[src/rtl/ladybird_aclint_responder_if.sv]
// rtl/ladybird_aclint_responder_if.sv - AXI4-Lite bus bundle for the ACLINT responder
// Master drives requests and response-readies; slave drives request-readies and responses.
interface ladybird_aclint_responder_if #(
  parameter int AXI_ADDR_W = 32,
  parameter int AXI_DATA_W = 32
);
  logic                    awvalid;
  logic                    awready;
  logic [AXI_ADDR_W-1:0]   awaddr;
  logic                    wvalid;
  logic                    wready;
  logic [AXI_DATA_W-1:0]   wdata;
  logic [AXI_DATA_W/8-1:0] wstrb;
  logic                    bvalid;
  logic                    bready;
  logic [1:0]              bresp;
  logic                    arvalid;
  logic                    arready;
  logic [AXI_ADDR_W-1:0]   araddr;
  logic                    rvalid;
  logic                    rready;
  logic [AXI_DATA_W-1:0]   rdata;
  logic [1:0]              rresp;

  modport master (
    output awvalid, awaddr, wvalid, wdata, wstrb, bready, arvalid, araddr, rready,
    input  awready, wready, bvalid, bresp, arready, rvalid, rdata, rresp
  );

  modport slave (
    input  awvalid, awaddr, wvalid, wdata, wstrb, bready, arvalid, araddr, rready,
    output awready, wready, bvalid, bresp, arready, rvalid, rdata, rresp
  );
endinterface

[src/rtl/ladybird_aclint_responder.sv]
// rtl/ladybird_aclint_responder.sv - AXI4-Lite ACLINT responder: MSIP, MTIMECMP, MTIME
// Define LADYBIRD_ACLINT_SNAPSHOT_EN for a tear-free MTIME hi read latched by the lo read.
module ladybird_aclint_responder #(
  parameter int          AXI_ADDR_W   = 32,
  parameter int          AXI_DATA_W   = 32,
  parameter logic [15:0] MSIP_OFS     = 16'h0000,
  parameter logic [15:0] MTIMECMP_OFS = 16'h4000,
  parameter logic [15:0] MTIME_OFS    = 16'hBFF8
) (
  input  logic clk,
  input  logic rst,
  input  logic rtc_tick,
  ladybird_aclint_responder_if.slave bus,
  output logic msip_irq,
  output logic mtip_irq
);

  generate
    if (AXI_DATA_W != 32) begin : g_bad_data_width
      $error("ladybird_aclint_responder supports only AXI_DATA_W == 32");
    end
  endgenerate

  localparam logic [1:0] RESP_OKAY   = 2'b00;
  localparam logic [1:0] RESP_SLVERR = 2'b10;

  localparam logic [13:0] MSIP_W     = MSIP_OFS[15:2];
  localparam logic [13:0] CMP_LO_W   = MTIMECMP_OFS[15:2];
  localparam logic [13:0] CMP_HI_W   = MTIMECMP_OFS[15:2] + 14'd1;
  localparam logic [13:0] TIME_LO_W  = MTIME_OFS[15:2];
  localparam logic [13:0] TIME_HI_W  = MTIME_OFS[15:2] + 14'd1;

  typedef enum logic { W_IDLE, W_RESP } w_state_t;
  typedef enum logic { R_IDLE, R_DATA } r_state_t;

  // One-hot select: {time_hi, time_lo, cmp_hi, cmp_lo, msip}; all zero means unmapped.
  function automatic logic [4:0] decode(input logic [13:0] word);
    logic [4:0] sel;
    sel    = 5'b0;
    sel[0] = (word == MSIP_W);
    sel[1] = (word == CMP_LO_W);
    sel[2] = (word == CMP_HI_W);
    sel[3] = (word == TIME_LO_W);
    sel[4] = (word == TIME_HI_W);
    return sel;
  endfunction

  function automatic logic [31:0] merge(input logic [31:0] old, input logic [31:0] nw,
                                        input logic [3:0] strb);
    logic [31:0] res;
    res = old;
    for (int b = 0; b < 4; b++) begin
      if (strb[b]) res[8*b +: 8] = nw[8*b +: 8];
    end
    return res;
  endfunction

  logic        msip;
  logic [63:0] mtime;
  logic [63:0] mtimecmp;
  logic [63:0] mtime_next;

  w_state_t    w_state;
  logic        awready_q;
  logic        wready_q;
  logic        bvalid_q;
  logic [1:0]  bresp_q;
  logic        aw_held;
  logic        w_held;
  logic [13:0] aw_word_q;
  logic [31:0] w_data_q;
  logic [3:0]  w_strb_q;

  r_state_t    r_state;
  logic        arready_q;
  logic        rvalid_q;
  logic [31:0] rdata_q;
  logic [1:0]  rresp_q;

  logic        aw_fire;
  logic        w_fire;
  logic        ar_fire;
  logic        wr_en;
  logic [13:0] wr_word;
  logic [31:0] wr_data;
  logic [3:0]  wr_strb;
  logic [4:0]  wsel;
  logic [4:0]  rsel;
  logic [31:0] rd_data;
  logic [1:0]  rd_resp;
  logic [31:0] time_hi_rd;
  logic        unused_bits;

  assign bus.awready = awready_q;
  assign bus.wready  = wready_q;
  assign bus.bvalid  = bvalid_q;
  assign bus.bresp   = bresp_q;
  assign bus.arready = arready_q;
  assign bus.rvalid  = rvalid_q;
  assign bus.rdata   = rdata_q;
  assign bus.rresp   = rresp_q;
  assign msip_irq    = msip;

  assign unused_bits = ^{bus.awaddr[AXI_ADDR_W-1:16], bus.awaddr[1:0],
                         bus.araddr[AXI_ADDR_W-1:16], bus.araddr[1:0]};

  assign aw_fire = bus.awvalid & awready_q;
  assign w_fire  = bus.wvalid & wready_q;
  assign ar_fire = bus.arvalid & arready_q;

  // A beat captured earlier wins over the live bus, which is then not being offered.
  assign wr_word = aw_held ? aw_word_q : bus.awaddr[15:2];
  assign wr_data = w_held ? w_data_q : bus.wdata;
  assign wr_strb = w_held ? w_strb_q : bus.wstrb;
  assign wr_en   = (w_state == W_IDLE) & (aw_held | aw_fire) & (w_held | w_fire);
  assign wsel    = decode(wr_word);
  assign rsel    = decode(bus.araddr[15:2]);

  // A bus write owns its half; the tick carry still reaches the other half.
  always_comb begin
    logic [63:0] inc;
    inc        = rtc_tick ? mtime + 64'd1 : mtime;
    mtime_next = inc;
    if (wr_en && wsel[3]) mtime_next[31:0]  = merge(mtime[31:0], wr_data, wr_strb);
    if (wr_en && wsel[4]) mtime_next[63:32] = merge(mtime[63:32], wr_data, wr_strb);
  end

  always_ff @(posedge clk or posedge rst) begin
    if (rst) begin
      msip     <= 1'b0;
      mtime    <= 64'd0;
      mtimecmp <= 64'hFFFF_FFFF_FFFF_FFFF;
      mtip_irq <= 1'b0;
    end else begin
      if (wr_en && wsel[0] && wr_strb[0]) msip <= wr_data[0];
      if (wr_en && wsel[1]) mtimecmp[31:0]  <= merge(mtimecmp[31:0], wr_data, wr_strb);
      if (wr_en && wsel[2]) mtimecmp[63:32] <= merge(mtimecmp[63:32], wr_data, wr_strb);
      mtime    <= mtime_next;
      mtip_irq <= (mtime >= mtimecmp);
    end
  end

`ifdef LADYBIRD_ACLINT_SNAPSHOT_EN
  logic [31:0] shadow_hi;
  logic        shadow_armed;

  // The lo read arms the shadow; the following hi read consumes it.
  always_ff @(posedge clk or posedge rst) begin
    if (rst) begin
      shadow_hi    <= 32'd0;
      shadow_armed <= 1'b0;
    end else if (ar_fire) begin
      if (rsel[3]) begin
        shadow_hi    <= mtime[63:32];
        shadow_armed <= 1'b1;
      end else if (rsel[4]) begin
        shadow_armed <= 1'b0;
      end
    end
  end

  assign time_hi_rd = shadow_armed ? shadow_hi : mtime[63:32];
`else
  assign time_hi_rd = mtime[63:32];
`endif

  always_comb begin
    rd_data = 32'd0;
    rd_resp = RESP_OKAY;
    if (rsel[0])      rd_data = {31'd0, msip};
    else if (rsel[1]) rd_data = mtimecmp[31:0];
    else if (rsel[2]) rd_data = mtimecmp[63:32];
    else if (rsel[3]) rd_data = mtime[31:0];
    else if (rsel[4]) rd_data = time_hi_rd;
    else              rd_resp = RESP_SLVERR;
  end

  always_ff @(posedge clk or posedge rst) begin
    if (rst) begin
      w_state   <= W_IDLE;
      awready_q <= 1'b0;
      wready_q  <= 1'b0;
      bvalid_q  <= 1'b0;
      bresp_q   <= RESP_OKAY;
      aw_held   <= 1'b0;
      w_held    <= 1'b0;
      aw_word_q <= 14'd0;
      w_data_q  <= 32'd0;
      w_strb_q  <= 4'd0;
    end else begin
      case (w_state)
        W_IDLE: begin
          if (wr_en) begin
            w_state   <= W_RESP;
            bvalid_q  <= 1'b1;
            bresp_q   <= (|wsel) ? RESP_OKAY : RESP_SLVERR;
            awready_q <= 1'b0;
            wready_q  <= 1'b0;
            aw_held   <= 1'b0;
            w_held    <= 1'b0;
          end else begin
            if (aw_fire) begin
              aw_held   <= 1'b1;
              aw_word_q <= bus.awaddr[15:2];
            end
            if (w_fire) begin
              w_held   <= 1'b1;
              w_data_q <= bus.wdata;
              w_strb_q <= bus.wstrb;
            end
            awready_q <= ~(aw_held | aw_fire);
            wready_q  <= ~(w_held | w_fire);
          end
        end
        W_RESP: begin
          if (bus.bready) begin
            bvalid_q <= 1'b0;
            w_state  <= W_IDLE;
          end
        end
        default: w_state <= W_IDLE;
      endcase
    end
  end

  always_ff @(posedge clk or posedge rst) begin
    if (rst) begin
      r_state   <= R_IDLE;
      arready_q <= 1'b0;
      rvalid_q  <= 1'b0;
      rdata_q   <= 32'd0;
      rresp_q   <= RESP_OKAY;
    end else begin
      case (r_state)
        R_IDLE: begin
          if (ar_fire) begin
            rdata_q   <= rd_data;
            rresp_q   <= rd_resp;
            rvalid_q  <= 1'b1;
            arready_q <= 1'b0;
            r_state   <= R_DATA;
          end else begin
            arready_q <= 1'b1;
          end
        end
        R_DATA: begin
          if (bus.rready) begin
            rvalid_q <= 1'b0;
            r_state  <= R_IDLE;
          end
        end
        default: r_state <= R_IDLE;
      endcase
    end
  end

endmodule
[src/flat_wrapper.sv]
// flat-port wrapper written by rule: the top's interface ports become plain ports
module ladybird_aclint_responder_flat 
#(
  parameter int          AXI_ADDR_W   = 32,
  parameter int          AXI_DATA_W   = 32,
  parameter logic [15:0] MSIP_OFS     = 16'h0000,
  parameter logic [15:0] MTIMECMP_OFS = 16'h4000,
  parameter logic [15:0] MTIME_OFS    = 16'hBFF8
)
  (clk, rst, rtc_tick, msip_irq, mtip_irq, bus_awvalid, bus_awaddr, bus_wvalid, bus_wdata, bus_wstrb, bus_bready, bus_arvalid, bus_araddr, bus_rready, bus_awready, bus_wready, bus_bvalid, bus_bresp, bus_arready, bus_rvalid, bus_rdata, bus_rresp);
  ladybird_aclint_responder_if #(.AXI_ADDR_W(AXI_ADDR_W), .AXI_DATA_W(AXI_DATA_W)) bus_i ();
  input  logic clk;
  input  logic rst;
  input  logic rtc_tick;
  output logic msip_irq;
  output logic mtip_irq;
  input wire logic [$bits(bus_i.awvalid)-1:0] bus_awvalid;
  input wire logic [$bits(bus_i.awaddr)-1:0] bus_awaddr;
  input wire logic [$bits(bus_i.wvalid)-1:0] bus_wvalid;
  input wire logic [$bits(bus_i.wdata)-1:0] bus_wdata;
  input wire logic [$bits(bus_i.wstrb)-1:0] bus_wstrb;
  input wire logic [$bits(bus_i.bready)-1:0] bus_bready;
  input wire logic [$bits(bus_i.arvalid)-1:0] bus_arvalid;
  input wire logic [$bits(bus_i.araddr)-1:0] bus_araddr;
  input wire logic [$bits(bus_i.rready)-1:0] bus_rready;
  output wire logic [$bits(bus_i.awready)-1:0] bus_awready;
  output wire logic [$bits(bus_i.wready)-1:0] bus_wready;
  output wire logic [$bits(bus_i.bvalid)-1:0] bus_bvalid;
  output wire logic [$bits(bus_i.bresp)-1:0] bus_bresp;
  output wire logic [$bits(bus_i.arready)-1:0] bus_arready;
  output wire logic [$bits(bus_i.rvalid)-1:0] bus_rvalid;
  output wire logic [$bits(bus_i.rdata)-1:0] bus_rdata;
  output wire logic [$bits(bus_i.rresp)-1:0] bus_rresp;
  assign bus_i.awvalid = bus_awvalid;
  assign bus_i.awaddr = bus_awaddr;
  assign bus_i.wvalid = bus_wvalid;
  assign bus_i.wdata = bus_wdata;
  assign bus_i.wstrb = bus_wstrb;
  assign bus_i.bready = bus_bready;
  assign bus_i.arvalid = bus_arvalid;
  assign bus_i.araddr = bus_araddr;
  assign bus_i.rready = bus_rready;
  assign bus_awready = bus_i.awready;
  assign bus_wready = bus_i.wready;
  assign bus_bvalid = bus_i.bvalid;
  assign bus_bresp = bus_i.bresp;
  assign bus_arready = bus_i.arready;
  assign bus_rvalid = bus_i.rvalid;
  assign bus_rdata = bus_i.rdata;
  assign bus_rresp = bus_i.rresp;
  ladybird_aclint_responder #(.AXI_ADDR_W(AXI_ADDR_W), .AXI_DATA_W(AXI_DATA_W), .MSIP_OFS(MSIP_OFS), .MTIMECMP_OFS(MTIMECMP_OFS), .MTIME_OFS(MTIME_OFS)) u_core (.clk(clk), .rst(rst), .rtc_tick(rtc_tick), .bus(bus_i), .msip_irq(msip_irq), .mtip_irq(mtip_irq));
endmodule
[config.mk]
export PLATFORM = sky130hd
export DESIGN_NAME = ladybird_aclint_responder_flat
export DESIGN_NICKNAME = d
export VERILOG_FILES = /design/src/rtl/ladybird_aclint_responder_if.sv /design/src/rtl/ladybird_aclint_responder.sv /design/src/flat_wrapper.sv
export SDC_FILE = /design/constraint.sdc
export NUM_CORES = 1
export LEC_CHECK = 0
export ABC_CLOCK_PERIOD_IN_PS = 7530
export BUFFER_PORTS_ARGS = -buffer_cell sky130_fd_sc_hd__buf_4
export CORE_AREA = 2 2 174 176
export DETAILED_ROUTE_END_ITERATION = 12
export DIE_AREA = 0 0 176 178
export GPL_ROUTABILITY_DRIVEN = 0
export PLACE_DENSITY_LB_ADDON = 0.05
export SYNTH_ARGS = -nofsm -noshare
export SYNTH_HDL_FRONTEND = slang
export SYNTH_SLANG_ARGS = --single-unit
[constraint.sdc]
create_clock -name clk -period 7.53 [get_ports clk]
set_input_delay 0.753 -clock clk [delete_from_list [all_inputs] [get_ports clk]]
set_output_delay 0.753 -clock clk [all_outputs]
set_load 0.01 [all_outputs]
==> results.md, run 1 <==
* Slew margin rel. at 27.69%
* PortBufs at 112
* Multi-input logic area at 6999 µm²
* CP endpoint kind: register
* Slew Limit Fails at 0
* Vias in the first global route at 10,666
* Top FF cell, synth: dfrtp_1
* Most frequent cell after synthesis: nand2_1
* Hold-fix buffers at CTS at 0
* CTS tree: built
* Drt pass-1 iters at 5
* Total track usage at 25.50%
* DRC at 0
* Worst Hold Class: primary input to async pin
* Dpl cells at 1,854
* Clock Pin Slew Worst Setup and Hold Paths at 0.06 ns
* Diode count at 0
* Tmin final at 3.447 ns
* Initial antenna violation count at 0
* Cell accounting for the most synthesized area: dfrtp_1
* VDD IR-drop max at 0.2307 mV
* RSZ-0062 raised after global routing: no
* Fillers at 2,741
* Largest net degree at the start of global routing at 110
* H-tree depth at 1
* Chip width at 176 µm
* Number of flops mapped to enable cells by yosys at 0
* Remaining antenna violation count at 0
* #FFs+latches synth at 223
* Startpoint types: register
* Top cell type's share of synthesized area at 29.92%
* Ports at 151
* Max FO, Critical Path at 12
* NumNets Final at 1,667
* Synthesized instance count at 1,402
* Crit-path max cell delay at 0.74 ns
* Synthesized cell area at 13,300 µm²
* Dpl hpwl at 28,960 µm
* Fin Clk Skew at 0.01818 ns
* Die area at 31,330 µm²
* Cell Rows at 63
* Status: finished, final reports clean
* FF/Latch Area at 5662 µm²
* Total gr overflow at 0
* Hold Vio Cnt, Final at 0
* Sequential fraction of the synthesis area at 42.56%
* Via count at 11,289
* Max Freq at 290.1 MHz
* Placeable Area at 29,400 µm²
* Root buffer cell: clkbuf_16
* Worst skew pair latency at 0.55 ns
* Share of layout cells above drive strength 1 at 20.78%
* Reg2Reg Depth at 7
* Yosys cell types at 71
* Final setup TNS at 0 ns
* Num CTS Buffers at 28
* PD cells at 249.3 nW/µm²
* CP arrival at 3.90 ns
* Commonest cells post-synth: nand2_1 (181), dfrtp_1 (159), o21ai_0 (141)
* Yosys Warn Count at 0
* Ranking of synthesized cells by area: dfrtp_1 (30%), dfstp_2 (13%), mux2i_1 (7.5%)
* Most Frequent Cell on Critical Path: nand4_1
* Clock Path Buffers at 3
* P_leak at 6.427 nW
* Actual slew at the worst max-slew pin at 1.079 ns
* Non-Filler Instances at 1,906
* Vias/cell at 5.923
* PostCTS Resize Cnt at 0
* Syn avg cell area at 9.486 µm²
* Post-CTS Setup Bufs at 0
* Reg-to-reg setup timing slack at 4.08 ns
* Clock sinks at 223
* Worst-path cell with the longest stage delay: nor4_1
* CP Class: register to register
* Critical-path cell list: ha_1 -> nand4_1 -> nor4_4 -> nand4_1 -> nor4_1 -> nor3_1 -> a311oi_1
* Iteration-0 DRC Markers at 862
* FF-to-FF End: u_core.mtime[48]
* Die H at 178 µm
* Final Setup Violations at 0
* Final total power at 3.856 mW
* Syn-to-layout area delta at 16.33%
* Drt total wl at 40,160 µm
* Max_cap viols at 0
* Req. time, crit path at 7.98 ns
* First-pass GRT wire length at 62,020 µm
* Asr flop ratio synth at 100.0%
* RR Startpoint: u_core.mtime[1]
* Wire length per cell at 21.07 µm
* Initial core utilization at 45.23%
* Fin crit share at 45.77%
-- layout make-up --
type | instances | share of cell area, %
multi-input combinational | 1020 | 45.24
sequential | 223 | 36.60
timing repair buffer | 124 | 6.017
clock buffer | 42 | 5.459
tap | 390 | 3.154
inverter | 97 | 2.402
clock inverter | 10 | 1.132
-- sequential cells by signal (all words and copies together), names as in the netlist, 4 cells and up --
name,count
u_core.bus.rdata,32
u_core.mtime,64
u_core.w_strb_q,4
u_core.mtimecmp,64
u_core.aw_word_q,14
u_core.w_data_q,32
-- how the worst max path moves through the flow --
stage	endpoint	startpoint	cells past startpoint
2_1_floorplan	u_core.aw_held	rst	1
3_3_place_gp	u_core.mtime[15]	bus_awaddr[2]	7
3_5_place_dp	u_core.mtime[48]	rtc_tick	7
4_1_cts	u_core.mtime[8]	u_core.aw_held	6
5_1_grt	u_core.mtime[8]	u_core.aw_held	6
6_report	u_core.mtime[48]	u_core.mtime[1]	7
-- cell usage in the layout (no fill, tap or decap), types with 55 or more instances in the layout --
| master | n |
|---|---|
| nand2_1 | 181 |
| dfrtp_1 | 158 |
| o21ai_0 | 141 |
| buf_4 | 124 |
| mux2i_1 | 100 |
| inv_1 | 96 |
| a21oi_1 | 82 |
| ha_1 | 65 |
| dfstp_2 | 64 |
| mux2_2 | 55 |
-- per-stage QoR --
stage               area [µm²]  util, %  hold slack, ns  setup slack [ns]
floorplan                13300        -          0.4524            0.7768
global placement         14450    49.15          0.4619             4.039
detailed placement       14450    49.15          0.4642             4.017
CTS                      15470    52.62          0.3667             4.147
global route             15470    52.62          0.3825             3.962
finish                   15470    52.62          0.3550             4.083
-- per-layer routing --
layer  vias to the layer above  global-route usage (%)  routed length (µm)
met4                         0                   6.371                 890
met1                      5470                   37.46               19240
met5                         -                       0                   0
met2                       386                   38.39               17040
met3                        67                   5.307                2997
li1                       5366                       -                   -
-- cells by family after synthesis --
kind of cell | synth area share (%)
buffers and inverters | 4.911
other | 0.02820
multiplexers | 12.30
adder cells (fa/ha/maj) | 6.115
AND/OR/NAND/NOR | 15.34
AO/OA/AOI/OAI | 18.68
XOR/XNOR | 0.06587
flip-flops | 42.56
-- report_power, final --
group	internal [mW]	switching, mW	total, mW
combinational	0.360	0.484	0.845
sequential	1.39	0.149	1.54
clock	0.940	0.532	1.47
total	2.69	1.16	3.86
-- worst max-delay path: cells and delay by family, from the launching register on --
family	cells	cell delay (ns)
flops	1	0.45
compound gates	1	0.27
simple gates	5	2.36
fa+ha+maj	1	0.26
(Power assumes the default switching activity.)
==> inputs of run 2 (changes only) <==
- ABC_AREA: default -> 1
- ABC_CLOCK_PERIOD_IN_PS: 7530 -> 3300
- CORE_AREA: 2 2 174 176 -> 2 2 188 190
- DIE_AREA: 0 0 176 178 -> 0 0 190 192
- clock period: 7.53 -> 3.3 ns (I/O delays scaled with it)
==> results.md, run 2 <==
* PD cells at 526.5 nW/µm²
* Hold slack at 0.01943 ns
* Asr flop ratio synth at 100.0%
* Remaining antenna violation count at 0
* Tmin final at 2.653 ns
* Startpoint types: register
* Via count at 15,446
* Register share of total power at 36.8%
* Die H at 192 µm
* P_leak at 8.754 nW
* Final Setup Violations at 0
* Clock Pin Slew Worst Setup and Hold Paths at 0.06 ns
* Cell Rows at 68
* Actual slew at the worst max-slew pin at 1.039 ns
* Synthesized instance count at 2,288
* Ranking of synthesized cells by area: dfrtp_1 (25%), nand2_1 (18%), dfstp_2 (11%)
* Clk network pwr share at 31.1%
* Hold Vio Cnt, Final at 0
* Largest net degree at the start of global routing at 68
* Number of flops mapped to enable cells by yosys at 0
* Yosys cell types at 47
* Share of layout cells above drive strength 1 at 15.38%
* Switch share at 38.10%
* Switching Power at 3.621 mW
* H-tree depth at 1
* Sequential fraction of the synthesis area at 36.19%
* FF/Latch Area at 5660 µm²
* CP arrival at 3.17 ns
* Fillers at 3,459
* Dpl hpwl at 40,710 µm
* VDD IR-drop max at 0.4358 mV
* Pint at 5.883 mW
* Total gr overflow at 0
* Ports at 151
* RSZ-0062 raised after global routing: no
* NumNets Final at 2,583
* Combinational share of power at 32.1%
* Worst skew pair latency at 0.58 ns
* Synthesized cell area at 15,640 µm²
* Worst Hold Class: primary input to register
* Multi-input logic area at 8593 µm²
* Initial core utilization at 45.62%
* Clock Path Buffers at 3
* First-pass GRT wire length at 82,440 µm
* Diode count at 0
* Final setup TNS at 0 ns
* Max FO, Critical Path at 21
* Dpl cells at 2,819
* Yosys Warn Count at 0
* DRC at 0
* Cell accounting for the most synthesized area: dfrtp_1
* Slew Limit Fails at 0
* Syn avg cell area at 6.836 µm²
* Wire length per cell at 18.45 µm
* CTS tree: built
* Most frequent cells in the layout: nand2_1 (768), nor2_1 (241), inv_1 (240)
* Non-Filler Instances at 2,886
* Req. time, crit path at 3.81 ns
* Chip width at 190 µm
* Vias in the first global route at 14,261
* CP endpoint kind: register
* Fin Clk Skew at 0.03633 ns
* Iteration-0 DRC Markers at 1,467
* Slew margin rel. at 29.99%
* Top cell type's share of synthesized area at 25.44%
* Total track usage at 29.41%
* Die area at 36,480 µm²
* Commonest cells post-synth: nand2_1 (769), inv_1 (241), nor2_1 (241)
* Max Freq at 376.9 MHz
* Placeable Area at 34,290 µm²
* Fin crit share at 80.40%
* Top FF cell, synth: dfrtp_1
* #FFs+latches synth at 223
* Most frequent cell after synthesis: nand2_1
* Root buffer cell: clkbuf_16
* Max_cap viols at 0
* PortBufs at 112
* Initial antenna violation count at 0
* Largest regs: u_core.mtime (64), u_core.mtimecmp (64)
* Drt total wl at 53,240 µm
* Clock sinks at 223
* Vias/cell at 5.352
* Drt pass-1 iters at 8
* Status: finished, final reports clean
* Syn-to-layout area delta at 15.41%
* CP Class: register to register
* Num CTS Buffers at 27
* Most common cell after layout, fill and taps aside: nand2_1
-- run 2: cell types whose count changed after synthesis, sizes merged, moves of 78 or more --
cell   previous run  this run
mux2i           100         0
nand2           181       789
o21ai           144       222
nand3            38       227
inv              97       245
nor2             53       253
-- run 2: per-layer routing --
metal  up-vias  global-route usage [%]  share of wire, %
li1       7588                       -                 -
met1      7082                   43.87                46
met2       675                   43.71                42
met3       101                   4.056               8.8
met4         0                   9.451               3.2
met5         -                       0                 0
-- run 2: area by class of cell --
cell class / count / area share (%)
timing repair buffer: 173 / 7.915
clock inverter: 8 / 0.3812
sequential: 223 / 31.36
inverter: 246 / 5.150
tap: 455 / 3.154
multi-input combinational: 1739 / 47.60
clock buffer: 42 / 4.443
-- run 2: through the flow --
stage	utilization [%]	setup slack, ns	area (µm²)	total power, mW
2_1_floorplan	-	0.1122	15650	5.513
5_1_grt	52.65	0.4628	18050	10.09
4_1_cts	52.65	0.6883	18050	9.558
3_3_place_gp	49.61	0.7435	17010	6.486
6_report	52.65	0.6468	18050	9.504
3_5_place_dp	49.61	0.6934	17010	6.554
-- run 2: final timing paths --
kind,start,endpoint,slack [ns],cells after the start
worst max-delay path,u_core.aw_held,u_core.mtime[52],0.65,13
worst min-delay path,bus_wdata[17],u_core.w_data_q[17],0.02,3
worst max register to register,u_core.aw_held,u_core.mtime[52],0.65,13
worst min register to register,u_core.r_state,u_core.bus.rvalid,0.46,1
max in group asynchronous,rst,u_core.mtimecmp[24],1.96,4
min in group asynchronous,rst,u_core.bus.rdata[5],0.50,3
-- run 2: power groups by stage --
stage               sequential (mW)  clock, mW  combinational, mW
floorplan                      3.44          0               2.07
global placement               3.52          0               2.97
detailed placement             3.54          0               3.02
CTS                            3.49       3.02               3.05
global route                   3.55       3.12               3.42
finish                         3.50       2.95               3.05
-- run 2: cells by family (layout without fill, tap and decap cells) --
logic type	after synthesis	after routing	share of synthesized area (%)
simple gates	1355	1355	37.58
mux	7	7	0.5040
xor+xnor	31	31	1.736
flops	223	223	36.19
buf+inv	327	469	9.007
fa+ha+maj	65	65	5.200
other cells	1	2	0.02398
compound gates	279	279	9.759
-- run 2: repair_timing --
item / in CTS / in global routing
setup buffers: 0 / 0
hold buffers: 17 / 0
endpoints found under the hold margin: 30 / 0
resized for setup: 0 / 0
-- run 2: critical path, cell delays in order (launching register included) --
cell and delay [ns]:
dfrtp_1 0.47, buf_4 0.28, nand2_1 0.08, nand2_1 0.10
nand2_2 0.11, inv_1 0.11, nand2_1 0.06, nor2_1 0.09
nand3_1 0.15, nand2_2 0.43, nand2_2 0.31, inv_2 0.26
nand2_1 0.08, nand2_1 0.08
